--- src/rtl/dmem_pkg.sv ---
// Shared constants for the data-memory arbiter: port tags, starvation limit,
// byte-mask width and the last-grant state encoding.
package dmem_pkg;

    localparam int MASK_W = 4;

    localparam logic TAG_C = 1'b0;
    localparam logic TAG_D = 1'b1;

    localparam logic [2:0] STARVE_MAX = 3'd7;

    typedef enum logic {
        LG_C = 1'b0,
        LG_D = 1'b1
    } last_grant_t;

endpackage

--- src/rtl/dmem_arb_grant.sv ---
// Combinational tie-break between the CPU and DMA ports.
// Build option DMEM_ARB_RR_EN selects round-robin ties; otherwise CPU wins ties unless D is starved.
module dmem_arb_grant
    import dmem_pkg::*;
(
    input  logic c_valid,
    input  logic d_valid,
    input  logic last_grant,
    input  logic starve_hit,
    output logic grant_c,
    output logic grant_d
);

    logic tie_to_c;

`ifdef DMEM_ARB_RR_EN
    // Starvation state is kept upstream but deliberately does not steer ties here.
    assign tie_to_c = (last_grant == LG_D) | (starve_hit & 1'b0);
`else
    assign tie_to_c = ~starve_hit | (last_grant & 1'b0);
`endif

    assign grant_c = c_valid & (~d_valid | tie_to_c);
    assign grant_d = d_valid & ~grant_c;

endmodule

--- src/rtl/dmem_arbiter.sv ---
// Two-port valid/ready arbiter in front of a single-ported synchronous dmem.
// Tie policy is set by the DMEM_ARB_RR_EN build option (see dmem_arb_grant).
module dmem_arbiter
    import dmem_pkg::*;
#(
    parameter int ADDR_W = 14,
    parameter int DATA_W = 32
) (
    input  logic                  clk,
    input  logic                  rst_n,

    input  logic                  c_valid,
    input  logic [DATA_W/8-1:0]   c_wmask,
    input  logic [ADDR_W-1:0]     c_addr,
    input  logic [DATA_W-1:0]     c_wdata,
    output logic                  c_ready,
    output logic                  c_rvalid,
    output logic [DATA_W-1:0]     c_rdata,
    output logic                  c_stall,

    input  logic                  d_valid,
    input  logic [DATA_W/8-1:0]   d_wmask,
    input  logic [ADDR_W-1:0]     d_addr,
    input  logic [DATA_W-1:0]     d_wdata,
    output logic                  d_ready,
    output logic                  d_rvalid,
    output logic [DATA_W-1:0]     d_rdata,

    output logic                  mem_en,
    output logic [DATA_W/8-1:0]   mem_we,
    output logic [ADDR_W-1:0]     mem_addr,
    output logic [DATA_W-1:0]     mem_din,
    input  logic [DATA_W-1:0]     mem_dout
);

    // Handshake: a request is accepted on a rising clk where valid & ready are
    // both high; ready is combinational from the grant and forced low in reset.

    last_grant_t       last_grant;
    logic [2:0]        starve_cnt;
    logic              starve_hit;
    logic              grant_c;
    logic              grant_d;
    logic              rd_accept;
    logic              rd_pend;
    logic              rd_tag;
    logic [DATA_W-1:0] c_hold;
    logic [DATA_W-1:0] d_hold;

    assign starve_hit = (starve_cnt == STARVE_MAX);

    dmem_arb_grant u_grant (
        .c_valid    (c_valid),
        .d_valid    (d_valid),
        .last_grant (last_grant),
        .starve_hit (starve_hit),
        .grant_c    (grant_c),
        .grant_d    (grant_d)
    );

    assign c_ready = grant_c & rst_n;
    assign d_ready = grant_d & rst_n;
    assign c_stall = c_valid & ~c_ready;

    always_comb begin
        mem_en   = 1'b0;
        mem_we   = '0;
        mem_addr = '0;
        mem_din  = '0;
        if (c_ready) begin
            mem_en   = 1'b1;
            mem_we   = c_wmask;
            mem_addr = c_addr;
            mem_din  = c_wdata;
        end else if (d_ready) begin
            mem_en   = 1'b1;
            mem_we   = d_wmask;
            mem_addr = d_addr;
            mem_din  = d_wdata;
        end
    end

    assign rd_accept = mem_en & (mem_we == '0);

    assign c_rvalid = rd_pend & (rd_tag == TAG_C);
    assign d_rvalid = rd_pend & (rd_tag == TAG_D);

    // Read data passes straight through in the response cycle, then holds.
    assign c_rdata = c_rvalid ? mem_dout : c_hold;
    assign d_rdata = d_rvalid ? mem_dout : d_hold;

    always_ff @(posedge clk or negedge rst_n) begin
        if (!rst_n) begin
            last_grant <= LG_D;
            starve_cnt <= '0;
            rd_pend    <= 1'b0;
            rd_tag     <= TAG_C;
            c_hold     <= '0;
            d_hold     <= '0;
        end else begin
            if (c_ready) begin
                last_grant <= LG_C;
            end else if (d_ready) begin
                last_grant <= LG_D;
            end

            if (d_ready) begin
                starve_cnt <= '0;
            end else if (d_valid && !starve_hit) begin
                starve_cnt <= starve_cnt + 3'd1;
            end

            rd_pend <= rd_accept;
            if (rd_accept) begin
                rd_tag <= d_ready ? TAG_D : TAG_C;
            end

            if (c_rvalid) begin
                c_hold <= mem_dout;
            end
            if (d_rvalid) begin
                d_hold <= mem_dout;
            end
        end
    end

endmodule

--- config.mk ---
export PLATFORM = sky130hd
export DESIGN_NAME = dmem_arbiter
export DESIGN_NICKNAME = d
export VERILOG_FILES = /design/src/rtl/dmem_pkg.sv /design/src/rtl/dmem_arb_grant.sv /design/src/rtl/dmem_arbiter.sv
export SDC_FILE = /design/constraint.sdc
export NUM_CORES = 1
export LEC_CHECK = 0
export BUFFER_PORTS_ARGS = -buffer_cell sky130_fd_sc_hd__clkbuf_2
export CORE_MARGIN = 3
export CORE_UTILIZATION = 37
export CTS_BUF_LIST = sky130_fd_sc_hd__clkbuf_2
export DETAILED_ROUTE_END_ITERATION = 6
export GPL_TIMING_DRIVEN = 0
export PLACE_DENSITY = 0.79
export SYNTH_ARGS = -nofsm -noshare
export SYNTH_HDL_FRONTEND = slang
export SYNTH_SLANG_ARGS = --single-unit
--- constraint.sdc ---
create_clock -name clk -period 1.72 [get_ports clk]
set_input_delay 0.086 -clock clk [delete_from_list [all_inputs] [get_ports clk]]
set_output_delay 0.086 -clock clk [all_outputs]
set_load 0.03 [all_outputs]
Word-level counts from Yosys, hierarchy flattened --
Index checks and enable logic that the tools add are counted.
Storage, ports and cells: register bits 69, bits of input ports 136, output and inout port bits 120
Cells by class: add/subtract/negate cells 1, equal/unequal tests 1, muxes and demuxes 12, bitwise gates (word level) 14, reduce and logical (&&, ||, !) cells 4
Operators with widths (count):
- $mux W32 | 4
- $mux W14 | 2
- $and A1 B1 Y1 | 8
- $mux W4 | 2
- $mux W3 | 2
- $not A1 Y1 | 5
- $logic_not A4 Y1 | 1
- $add A3 B1 Y3 const B | 1
- $eq A3 B3 Y1 const B | 1
- $mux W1 | 2
- $reduce_bool A2 Y1 | 1
- $logic_and A1 B1 Y1 | 1
- $logic_not A1 Y1 | 1
- $or A1 B1 Y1 | 1

Logic depth before layout (Yosys ltp) --
Gate-level depths: netlist of run 1.
word-level depth 11, mapped depth 7, mapped depth without buffers 7

By module --
From an unflattened synthesis of run 1, not the netlist that was laid out.
Unflattened totals: cell total of the unflattened synthesis 234, area, all modules 3211.8 µm²
Modules (own cells, without submodules):
- dmem_arbiter | instances 1, cells each 231, area each 3193.1 µm²
- dmem_arb_grant | instances 1, cells each 3, area each 18.8 µm²

Worst setup path before layout of run 1 --
Ideal clock, no wire load.
path type register to register, start register starve_cnt[0], end register rd_tag, library setup time 128 ps, data arrival time 1859 ps, data required time 1592 ps, slack -267 ps, stages on the path, launching flop included 8, path buffers 0, period minus slack after synthesis 1987 ps, cell sequence dfrtp_1 > ha_1 > ha_1 > nand2b_1 > nand2_1 > o21ai_2 > nor4_4 > mux2_1
On the way: cells in the longest elaborated chain, start to end 11, elaborated cells on any way between the ends 14
Ends and longest elaborated chain:
- from (decl) | line dmem_arbiter.sv:40 | logic [2:0] starve_cnt;
- from (signal assigned) | line dmem_arbiter.sv:110 | starve_cnt <= starve_cnt + 3'd1;
- $eq A3 B3 Y1 (*) | line dmem_arbiter.sv:50 | assign starve_hit = (starve_cnt == STARVE_MAX);
- $not A1 Y1 (*) | line dmem_arb_grant.sv:20 | assign tie_to_c = ~starve_hit | (last_grant & 1'b0);
- $or A1 B1 Y1 (*) | line dmem_arb_grant.sv:23 | assign grant_c = c_valid & (~d_valid | tie_to_c);
- $and A1 B1 Y1 (*) | line dmem_arb_grant.sv:23
- $not A1 Y1 | line dmem_arb_grant.sv:24 | assign grant_d = d_valid & ~grant_c;
- $and A1 B1 Y1 | line dmem_arb_grant.sv:24
- $and A1 B1 Y1 | line dmem_arbiter.sv:62 | assign d_ready = grant_d & rst_n;
- $mux W4 | line dmem_arbiter.sv:75 | end else if (d_ready) begin
- $mux W4 (*) | line dmem_arbiter.sv:70 | if (c_ready) begin
- net mem_we[2] | line dmem_arbiter.sv:30 | output logic [DATA_W/8-1:0] mem_we,
- $logic_not A4 Y1 (*) | line dmem_arbiter.sv:83 | assign rd_accept = mem_en & (mem_we == '0);
- $and A1 B1 Y1 (*) | line dmem_arbiter.sv:83
- net rd_accept | line dmem_arbiter.sv:44 | logic rd_accept;
- to (signal assigned) | line dmem_arbiter.sv:115 | rd_tag <= d_ready ? TAG_D : TAG_C;
- to (decl) | line dmem_arbiter.sv:46 | logic rd_tag;
The timed path passes the listed nets; every way through them passes the cells marked *. A chain may end at the register's enable or synchronous reset.

Worst setup path in the final report of run 1 --
start register starve_cnt[1], end output port mem_din[21]
On the way: cells in the longest elaborated chain, start to end 9, elaborated cells on any way between the ends 10
Ends and longest elaborated chain:
- $eq A3 B3 Y1 (*) | line dmem_arbiter.sv:50
- $not A1 Y1 (*) | line dmem_arb_grant.sv:20
- $or A1 B1 Y1 (*) | line dmem_arb_grant.sv:23
- $and A1 B1 Y1 (*) | line dmem_arb_grant.sv:23
- $not A1 Y1 | line dmem_arb_grant.sv:24
- $and A1 B1 Y1 | line dmem_arb_grant.sv:24
- $and A1 B1 Y1 | line dmem_arbiter.sv:62
- $mux W32 | line dmem_arbiter.sv:75
- $mux W32 (*) | line dmem_arbiter.sv:70
- to (decl) | line dmem_arbiter.sv:32 | output logic [DATA_W-1:0] mem_din,
Every way passes the cells marked *; elsewhere a longest branch is shown, timed or not.

==> reports/results.txt, run 1 <==
Status: finished with violations
Failing checks: hold timing, setup timing
Max Buffers Root-to-Sink: 2
PD cells: 1230 nW/um2
PortBufs: 255
Reg-to-reg slack, setup: -0.57 ns
Starting DRT DRC Count: 224
CTS clock-pin slew for the worst setup and hold paths: 0.26 ns
Area growth, synth to finish: 144%
First-pass GRT wire length: 26.1 mm
Syn Nets: 371
Grt ovf: 0
FFs w/ async S/R, synth: 100%
Final setup viols: 122
Worst setup path class: reg -> out
Clock H-tree levels: 3
Final nets: 744
Fin. max-slew vios: 0
Via density: 5.88
Die Area: 9790 um2
Core Box Area: 8300 um2
Worst-margin pin slew: 0.547 ns
Synthesized netlist cell count: 233
Routed Antenna Nets: 0
CP endpoint kind: primary output
GRT Util Overall: 35.0%
Final period util: 137%
Layout cells sized above 1: 80.0%
Finished Cell Area: 7800 um2
CTS Buf Count: 9
Max-cap violations: 0
Pleak: 4.02 nW
Worst min-delay path class: in -> async
Total power draw: 9.59 mW
First-pass DRT Iterations: 5
Largest net degree at the start of global routing: 71
Placed instance area: 4760 um2
Dpl ws: -0.319 ns
Sequential-to-total area share from yosys stat: 54.0%
Crit-path max FO: 10
TritonCTS clock tree: built
Critical Path RT: 1.63 ns
Chip height: 98.9 um
Starting density of the core: 38.5%
FP Rows: 33
Max frequency: 424 MHz
Gp weighted congestion: 0.756
Routed wire per std cell: 30.4 um
Final hold violations: 69
Final cell count without fillers: 717
Yosys warning count: 0
Routed via count: 4213
Synth cell types: 21
Dpl cells: 594
Cts hold-fix bufs: 37
Drc violations: 0
Ys flop type: dfrtp_1
Worst setup margin: -0.639 ns
Clock latency on the worst-skew pair: 0.57 ns
Mean Syn Cell Area: 13.7 um2
Synthesized cell area: 3200 um2
WHS: -0.499 ns
Vias in the first global route: 4265
Number of I/O pins: 256
Unrepaired setup endpoints after global routing: yes
Maximum vdd drop: 971 uV
Post-synth EDFFs: 0
Slew Limit Headroom: 63.5%
CP arrival: 2.27 ns
Tmin final: 2.36 ns
Cells on worst reg2reg path: 8
Root buffer cell: clkbuf_2
Skew final: 0.0540 ns
DP Wirelength: 8.16 mm
Initial antenna violation count: 0
Clock sink count: 69
Synthesis-stage register bit count: 69
Startpoint types: flip-flop
DIE WIDTH: 98.9 um
Filler cells: 205
Final wirelength: 21.8 mm
area by class of cell:
cell class                      count  area (um2)  area share (%)
Timing Repair Buffer              363        3600            46.2
Multi-Input combinational cell    141        1960            25.2
Sequential cell                    69        1730            22.1
Buffer                             18         238            3.05
Tap cell                          105         131            1.68
Clock inverter                      7        75.1           0.962
Clock buffer                        9        45.0           0.577
Inverter                            4        17.5           0.224
Antenna cell                        1        2.50          0.0321
worst max-delay path, cell delays in order, from the launching register on:
cell	delay, ns
dfrtp_1	0.45
ha_2	0.20
ha_4	0.17
nand2b_4	0.16
and3_4	0.23
buf_8	0.15
a22o_2	0.24
buf_8	0.14
synth_stat cells, drive strengths merged (3+ instances only):
library cell	instances	area share, %
clkbuf	4	0.47
nand2	5	0.59
inv	4	0.47
o21ai	3	0.70
buf	16	2.5
dfrtp	69	54
mux2	66	23
a22o	49	13
worst paths after layout:
kind | from | to
worst max register to register | starve_cnt[1]$_DFFE_PN0P_ | rd_tag$_DFFE_PN0P_
worst max-delay path | starve_cnt[1]$_DFFE_PN0P_ | mem_din[21]
worst min register to register | c_hold[10]$_DFF_PN0_ | c_hold[10]$_DFF_PN0_
max in group asynchronous | rst_n | rd_tag$_DFFE_PN0P_
min in group clk | d_wmask[2] | rd_pend$_DFF_PN0_
worst min-delay path | rst_n | d_hold[17]$_DFF_PN0_
cells in the final DEF (no fill, tap or decap), drive strengths merged:
master,instances
and3,3
nor2b,2
mux2,66
ha,2
and2,2
a22o,49
bufinv,1
clkinvlp,2
nor4,1
dlygate4sd3,37
nand2b,2
nand3,2
o21ai,3
clkbuf,156
diode,1
nand2,5
dfrtp,69
clkinv,3
a21boi,1
a32o,2
inv,5
or2,1
buf,197
cells by family after synthesis:
family                   count (synthesis)  share of synthesized area [%]
AO/OA/AOI/OAI                           55                           15.2
adder cells (fa/ha/maj)                  2                          0.783
buffers and inverters                   24                           3.45
flip-flops                              69                           54.0
multiplexers                            66                           23.3
AND/OR/NAND/NOR                         17                           3.33
routing by layer:
metal / global-route usage [%] / share of wire [%]
met1: 40.8 / 33
met4: 14.8 / 8.1
met2: 58.7 / 48
met5: 0 / 0
met3: 12.1 / 10
registers in the layout, indices dropped and copies added (netlist names):
name and count:
starve_cnt 3, rd_pend 1, d_hold 32, c_hold 32, rd_tag 1
where the power goes:
| part | switching, mW | total, mW | internal, mW | leakage, nW |
|---|---|---|---|---|
| Sequential | 0.297 | 2.46 | 2.17 | 0.820 |
| Clock | 0.720 | 1.06 | 0.341 | 0.0698 |
| Combinational | 2.90 | 6.07 | 3.17 | 3.13 |
| Total | 3.91 | 9.59 | 5.68 | 4.02 |
what timing repair did:
item | 4_1_cts | 5_1_grt
resized for setup | 391 | 133
hold endpoints to repair | 134 | 69
pin swaps | 7 | 6
endpoints found under the setup margin | 121 | 122
gates cloned | 10 | 1
setup buffers | 32 | 33
stage by stage:
step / hold slack, ns / util [%] / TNS, ns
6_report: -0.499 / 94.0 / -56.14
5_1_grt: -0.492 / 94.0 / -60.19
4_1_cts: -0.442 / 88.7 / -51.45
3_5_place_dp: 0.159 / 57.3 / -14.92
3_3_place_gp: 0.350 / 57.0 / -62.43
2_1_floorplan: -0.210 / - / -0.108
(Power assumes the default switching activity.)
==> inputs of run 2 (changes only) <==
--- a/config.mk
+++ b/config.mk
@@ -5,13 +5,14 @@
 export SDC_FILE = /design/constraint.sdc
 export NUM_CORES = 1
 export LEC_CHECK = 0
+export ABC_AREA = 1
 export BUFFER_PORTS_ARGS = -buffer_cell sky130_fd_sc_hd__clkbuf_2
 export CORE_MARGIN = 3
 export CORE_UTILIZATION = 37
 export CTS_BUF_LIST = sky130_fd_sc_hd__clkbuf_2
 export DETAILED_ROUTE_END_ITERATION = 6
 export GPL_TIMING_DRIVEN = 0
-export PLACE_DENSITY = 0.79
+export PLACE_DENSITY = 0.8
 export SYNTH_ARGS = -nofsm -noshare
 export SYNTH_HDL_FRONTEND = slang
 export SYNTH_SLANG_ARGS = --single-unit
==> run 2 against run 1 <==
The flow now stops in global routing. Area after synthesis barely moved. Synthesized cell count increased by 49%.
==> reports/results.txt, run 2 <==
FFs w/ async S/R, synth: 100% (unchanged)
Chip height: 98.9 um (about the same)
XOR/XNOR Fraction of Synth Area: 0% (unchanged)
Largest net degree at the start of global routing: 68
Mux contribution to synthesized area: 0% (was 23.3%)
Cell taking the most area after synthesis: dfrtp_1 (unchanged)
Halt Stage: global routing
Max Buffers Root-to-Sink: 2 (unchanged)
Post-synth EDFFs: 0 (unchanged)
Ys flop type: dfrtp_1 (unchanged)
Post-GRT worst EP: mem_din[3]
Adder-cell share of the synthesized area: 0.783% (about the same)
DIE WIDTH: 98.9 um (about the same)
Worst ep type: top-level output
FP Rows: 33 (unchanged)
CTS Buf Count: 9 (unchanged)
Synth cell types: 20 (was 21)
DP Wirelength: 10.7 mm (was 8.16 mm)
Clock sink count: 69 (unchanged)
Root buffer cell: clkbuf_2 (unchanged)
Compound-cell area share of the yosys netlist: 23.5% (was 15.2%)
Yosys warning count: 0 (unchanged)
Synth cell count leaders: nand2_1, dfrtp_1, o21ai_0 (was dfrtp_1, mux2_2, a22o_1)
Error: [ERROR DPL-0038] Utilization greater than 100%, impossible to legalize
Synth top area cells: dfrtp_1, a22o_1, o21ai_0, nand2_1, inv_1 (was dfrtp_1, mux2_2, a22o_1, buf_2, ha_1)
Starting density of the core: 38.5% (about the same)
Mean Syn Cell Area: 9.18 um2 (was 13.7 um2)
Status: stopped before the end (was finished with violations)
Synthesized cell area: 3190 um2 (was 3200 um2)
Dpl cells: 709 (was 594)
Synthesis-stage register bit count: 69 (unchanged)
PortBufs: 255 (unchanged)
Largest family of logic cells by synthesized area: compound AO/OA/AOI/OAI gates (was multiplexers)
Clock H-tree levels: 3 (unchanged)
Simple-Gate Fraction of Synth Area: 12.7% (was 3.33%)
Most numerous cell in the Yosys netlist: nand2_1 (was dfrtp_1)
Top-area cell type share of the netlist area: 54.1% (was 54.0%)
Synthesized netlist cell count: 348 (was 233)
Syn Nets: 486 (was 371)
Gp weighted congestion: 0.948 (was 0.756)
Sequential-to-total area share from yosys stat: 54.1% (was 54.0%)
Number of I/O pins: 256 (unchanged)
==> run 2: timing repair <==
item / CTS
hold buffers: 33
buffers inserted: 40
endpoints found under the hold margin: 130
gates cloned: 14
gates resized for setup: 498
pin swaps: 17
setup endpoints to repair: 119
==> run 2: logic make-up after synthesis <==
kind of cell / after synthesis
compound gates: 113
fa+ha+maj: 2
flops: 69
buf+inv: 64
simple gates: 100
==> run 2: through the flow <==
step | TNS [ns] | hold WS (ns) | area [um2] | worst slack (ns)
4_1_cts | -34.73 | -0.620 | 7810 | -0.482
3_5_place_dp | -5.52 | -0.0561 | 4770 | -0.192
3_3_place_gp | -46.41 | 0.343 | 4740 | -0.913
2_1_floorplan | 0 | -0.210 | 3330 | 0.00298
==> inputs of run 3 (changes only) <==
--- a/config.mk
+++ b/config.mk
@@ -7,12 +7,11 @@
 export LEC_CHECK = 0
 export ABC_AREA = 1
 export BUFFER_PORTS_ARGS = -buffer_cell sky130_fd_sc_hd__clkbuf_2
-export CORE_MARGIN = 3
-export CORE_UTILIZATION = 37
-export CTS_BUF_LIST = sky130_fd_sc_hd__clkbuf_2
+export CORE_AREA = 3 3 98 100
 export DETAILED_ROUTE_END_ITERATION = 6
+export DIE_AREA = 0 0 101 103
 export GPL_TIMING_DRIVEN = 0
-export PLACE_DENSITY = 0.8
+export PLACE_DENSITY_LB_ADDON = 0.15
 export SYNTH_ARGS = -nofsm -noshare
 export SYNTH_HDL_FRONTEND = slang
 export SYNTH_SLANG_ARGS = --single-unit
==> constraint.sdc (replaced) <==
create_clock -name clk -period 2.2 [get_ports clk]
set_input_delay 0.11 -clock clk [delete_from_list [all_inputs] [get_ports clk]]
set_output_delay 0.11 -clock clk [all_outputs]
set_load 0.03 [all_outputs]
==> run 3 against run 2 <==
The run now ends clean. Synthesized cell count unchanged. Area after synthesis unchanged.
==> reports/results.txt, run 3 <==
Clock latency on the worst-skew pair: 0.34 ns
Clock sink count: 69 (unchanged)
Synthesis-stage register bit count: 69 (unchanged)
Syn Nets: 486 (unchanged)
Final cell count without fillers: 733
Worst setup margin: 0.102 ns
Starting density of the core: 36.5% (was 38.5%)
Sequential-to-total area share from yosys stat: 54.1% (unchanged)
Final period util: 95.4%
GRT Util Overall: 20.9%
Layout cells sized above 1: 47.8%
Synthesized netlist cell count: 348 (unchanged)
Post-synth EDFFs: 0 (unchanged)
Largest net degree at the start of global routing: 38
Clock H-tree levels: 3 (unchanged)
Startpoint types: flip-flop
Ys flop type: dfrtp_1 (unchanged)
Most numerous cell in the Yosys netlist: nand2_1 (unchanged)
Most frequent cells in the layout: clkbuf_2, nand2_1, dfrtp_1
Fin. max-slew vios: 0
Area growth, synth to finish: 57.8%
CP arrival: 1.99 ns
PD cells: 1220 nW/um2
Core Box Area: 8760 um2
Slowest cell delay on critical path: 0.39 ns
Via density: 4.73
Commonest non-fill, non-tap cell in the layout: clkbuf_2
Max-cap violations: 0
Final setup viols: 0
Crit-path max FO: 10
Synth cell count leaders: nand2_1, dfrtp_1, o21ai_0 (unchanged)
Status: completed (was stopped before the end)
Dpl cells: 712 (was 709)
Number of I/O pins: 256 (unchanged)
Final wirelength: 11.4 mm
PortBufs: 255 (unchanged)
Drc violations: 0
Tmin final: 2.10 ns
Synth top area cells: dfrtp_1, a22o_1, o21ai_0, nand2_1, inv_1 (unchanged)
Synthesized cell area: 3190 um2 (unchanged)
Dpl ws: 0.278 ns (was -0.192 ns)
FFs w/ async S/R, synth: 100% (unchanged)
Max Buffers Root-to-Sink: 2 (unchanged)
DIE WIDTH: 101 um (was 98.9 um)
Final nets: 758
Max frequency: 477 MHz
First-pass GRT wire length: 16.9 mm
N_diodes: 0
Cell taking the most area after synthesis: dfrtp_1 (unchanged)
Top-area cell type share of the netlist area: 54.1% (unchanged)
CP Cell Sequence: ha_1 > ha_2 > nand2_4 > nand3_4 > clkinv_4 > buf_6 > buf_6 > a22o_1 > clkbuf_4
DP Wirelength: 9.06 mm (was 10.7 mm)
Die Area: 10400 um2
Routed via count: 3465
Yosys warning count: 0 (unchanged)
Slew Limit Headroom: 69.5%
Worst-margin pin slew: 0.457 ns
Chip height: 103 um (was 98.9 um)
First-pass DRT Iterations: 7
Gp weighted congestion: 0.829 (was 0.948)
CTS Buf Count: 9 (unchanged)
Initial antenna violation count: 0
TritonCTS clock tree: built
Worst setup path class: reg -> out
Critical Path RT: 2.09 ns
FP Rows: 34 (was 33)
Grt ovf: 0
Largest regs: c_hold x32, d_hold x32, starve_cnt x3
Mean Syn Cell Area: 9.18 um2 (unchanged)
Slowest CP cell: dfrtp_1
Root buffer cell: clkbuf_8 (was clkbuf_2)
Vias in the first global route: 3473
Skew final: 0.00718 ns
Crit-path most repeated cell: buf_6
Routed wire per std cell: 15.6 um
Synth cell types: 20 (unchanged)
Final hold violations: 0
Starting DRT DRC Count: 74
Routed Antenna Nets: 0
CTS clock-pin slew for the worst setup and hold paths: 0.08 ns
Maximum vdd drop: 879 uV
Worst min-delay path class: in -> reg
Pleak: 2.96 nW
CP endpoint kind: primary output
==> run 3: cell counts after synthesis <==
Identical to the previous run, type by type.
==> run 3: cell type report <==
class                      count  area, um2
sequential                    69       1730
inverter                      41        159
timing repair buffer         261       1450
clock buffer                  11        141
fill                         822       3720
clock inverter                 5       82.6
multi-input combinational    215       1190
tap                          108        135
buffer                        23        150
==> run 3: final timing paths <==
path                                                 from                   endpoint  slack (ns)  cells after the start
worst max-delay path            starve_cnt[0]$_DFFE_PN0P_                 mem_din[6]        0.10                      9
worst min-delay path                         mem_dout[18]       c_hold[18]$_DFF_PN0_        0.05                      3
worst max register to register  starve_cnt[0]$_DFFE_PN0P_         rd_tag$_DFFE_PN0P_        0.52                     12
worst min register to register  starve_cnt[0]$_DFFE_PN0P_  starve_cnt[0]$_DFFE_PN0P_        0.47                      1
max in group asynchronous                           rst_n        c_hold[1]$_DFF_PN0_        1.61                      3
min in group asynchronous                           rst_n       c_hold[14]$_DFF_PN0_        0.39                      3
==> run 3: worst max-delay path, delay by kind of cell (launching register included) <==
family | cells | cell delay (ns)
buffers and inverters | 4 | 0.52
flip-flops | 1 | 0.39
adder cells (fa/ha/maj) | 2 | 0.40
AND/OR/NAND/NOR | 2 | 0.19
AO/OA/AOI/OAI | 1 | 0.15
==> run 3: stage by stage <==
step / cell area (um2) / TNS (ns) / hold WS [ns] / total power, mW / util (%)
finish: 5040 / 0 / 0.0493 / 6.17 / 57.5
global placement: 4610 / -22.79 / 0.404 / 4.95 / 52.6
floorplan: 3190 / 0 / -0.186 / 4.01 / -
CTS: 5000 / 0 / 0.0284 / 6.23 / 57.0
detailed placement: 4630 / 0 / 0.145 / 5.01 / 52.8
global route: 5040 / -0.00106 / 0.0563 / 6.58 / 57.5
==> run 3: per-layer routing <==
layer / GRT usage, % / share of wire (%) / vias up
met5: 0 / 0 / -
li1: - / - / 1712
met2: 38.8 / 54 / 143
met3: 5.62 / 8.2 / 16
met1: 23.0 / 36 / 1594
met4: 7.36 / 2.1 / 0
==> run 3: report_power, final <==
part / switching (mW) / internal [mW] / total, mW / leakage [nW]
Sequential: 0.157 / 1.82 / 1.98 / 0.824
Clock: 0.486 / 0.674 / 1.16 / 0.114
Combinational: 2.18 / 0.850 / 3.03 / 2.03
==> run 3: cells by family (layout without fill, tap and decap cells) <==
group                    count (synthesis)  after routing  synth area share (%)
AO/OA/AOI/OAI                          113            113                  23.5
adder cells (fa/ha/maj)                  2              2                 0.783
AND/OR/NAND/NOR                        100            100                  12.7
buffers and inverters                   64            341                  9.05
flip-flops                              69             69                  54.1
==> run 3: repair_timing <==
item	4_1_cts	5_1_grt
gates resized for setup	30	17
endpoints found under the setup margin	38	49
hold buffers	2	0
gates cloned	1	0
pin swaps	1	2
buffers inserted	1	1
endpoints found under the hold margin	32	0
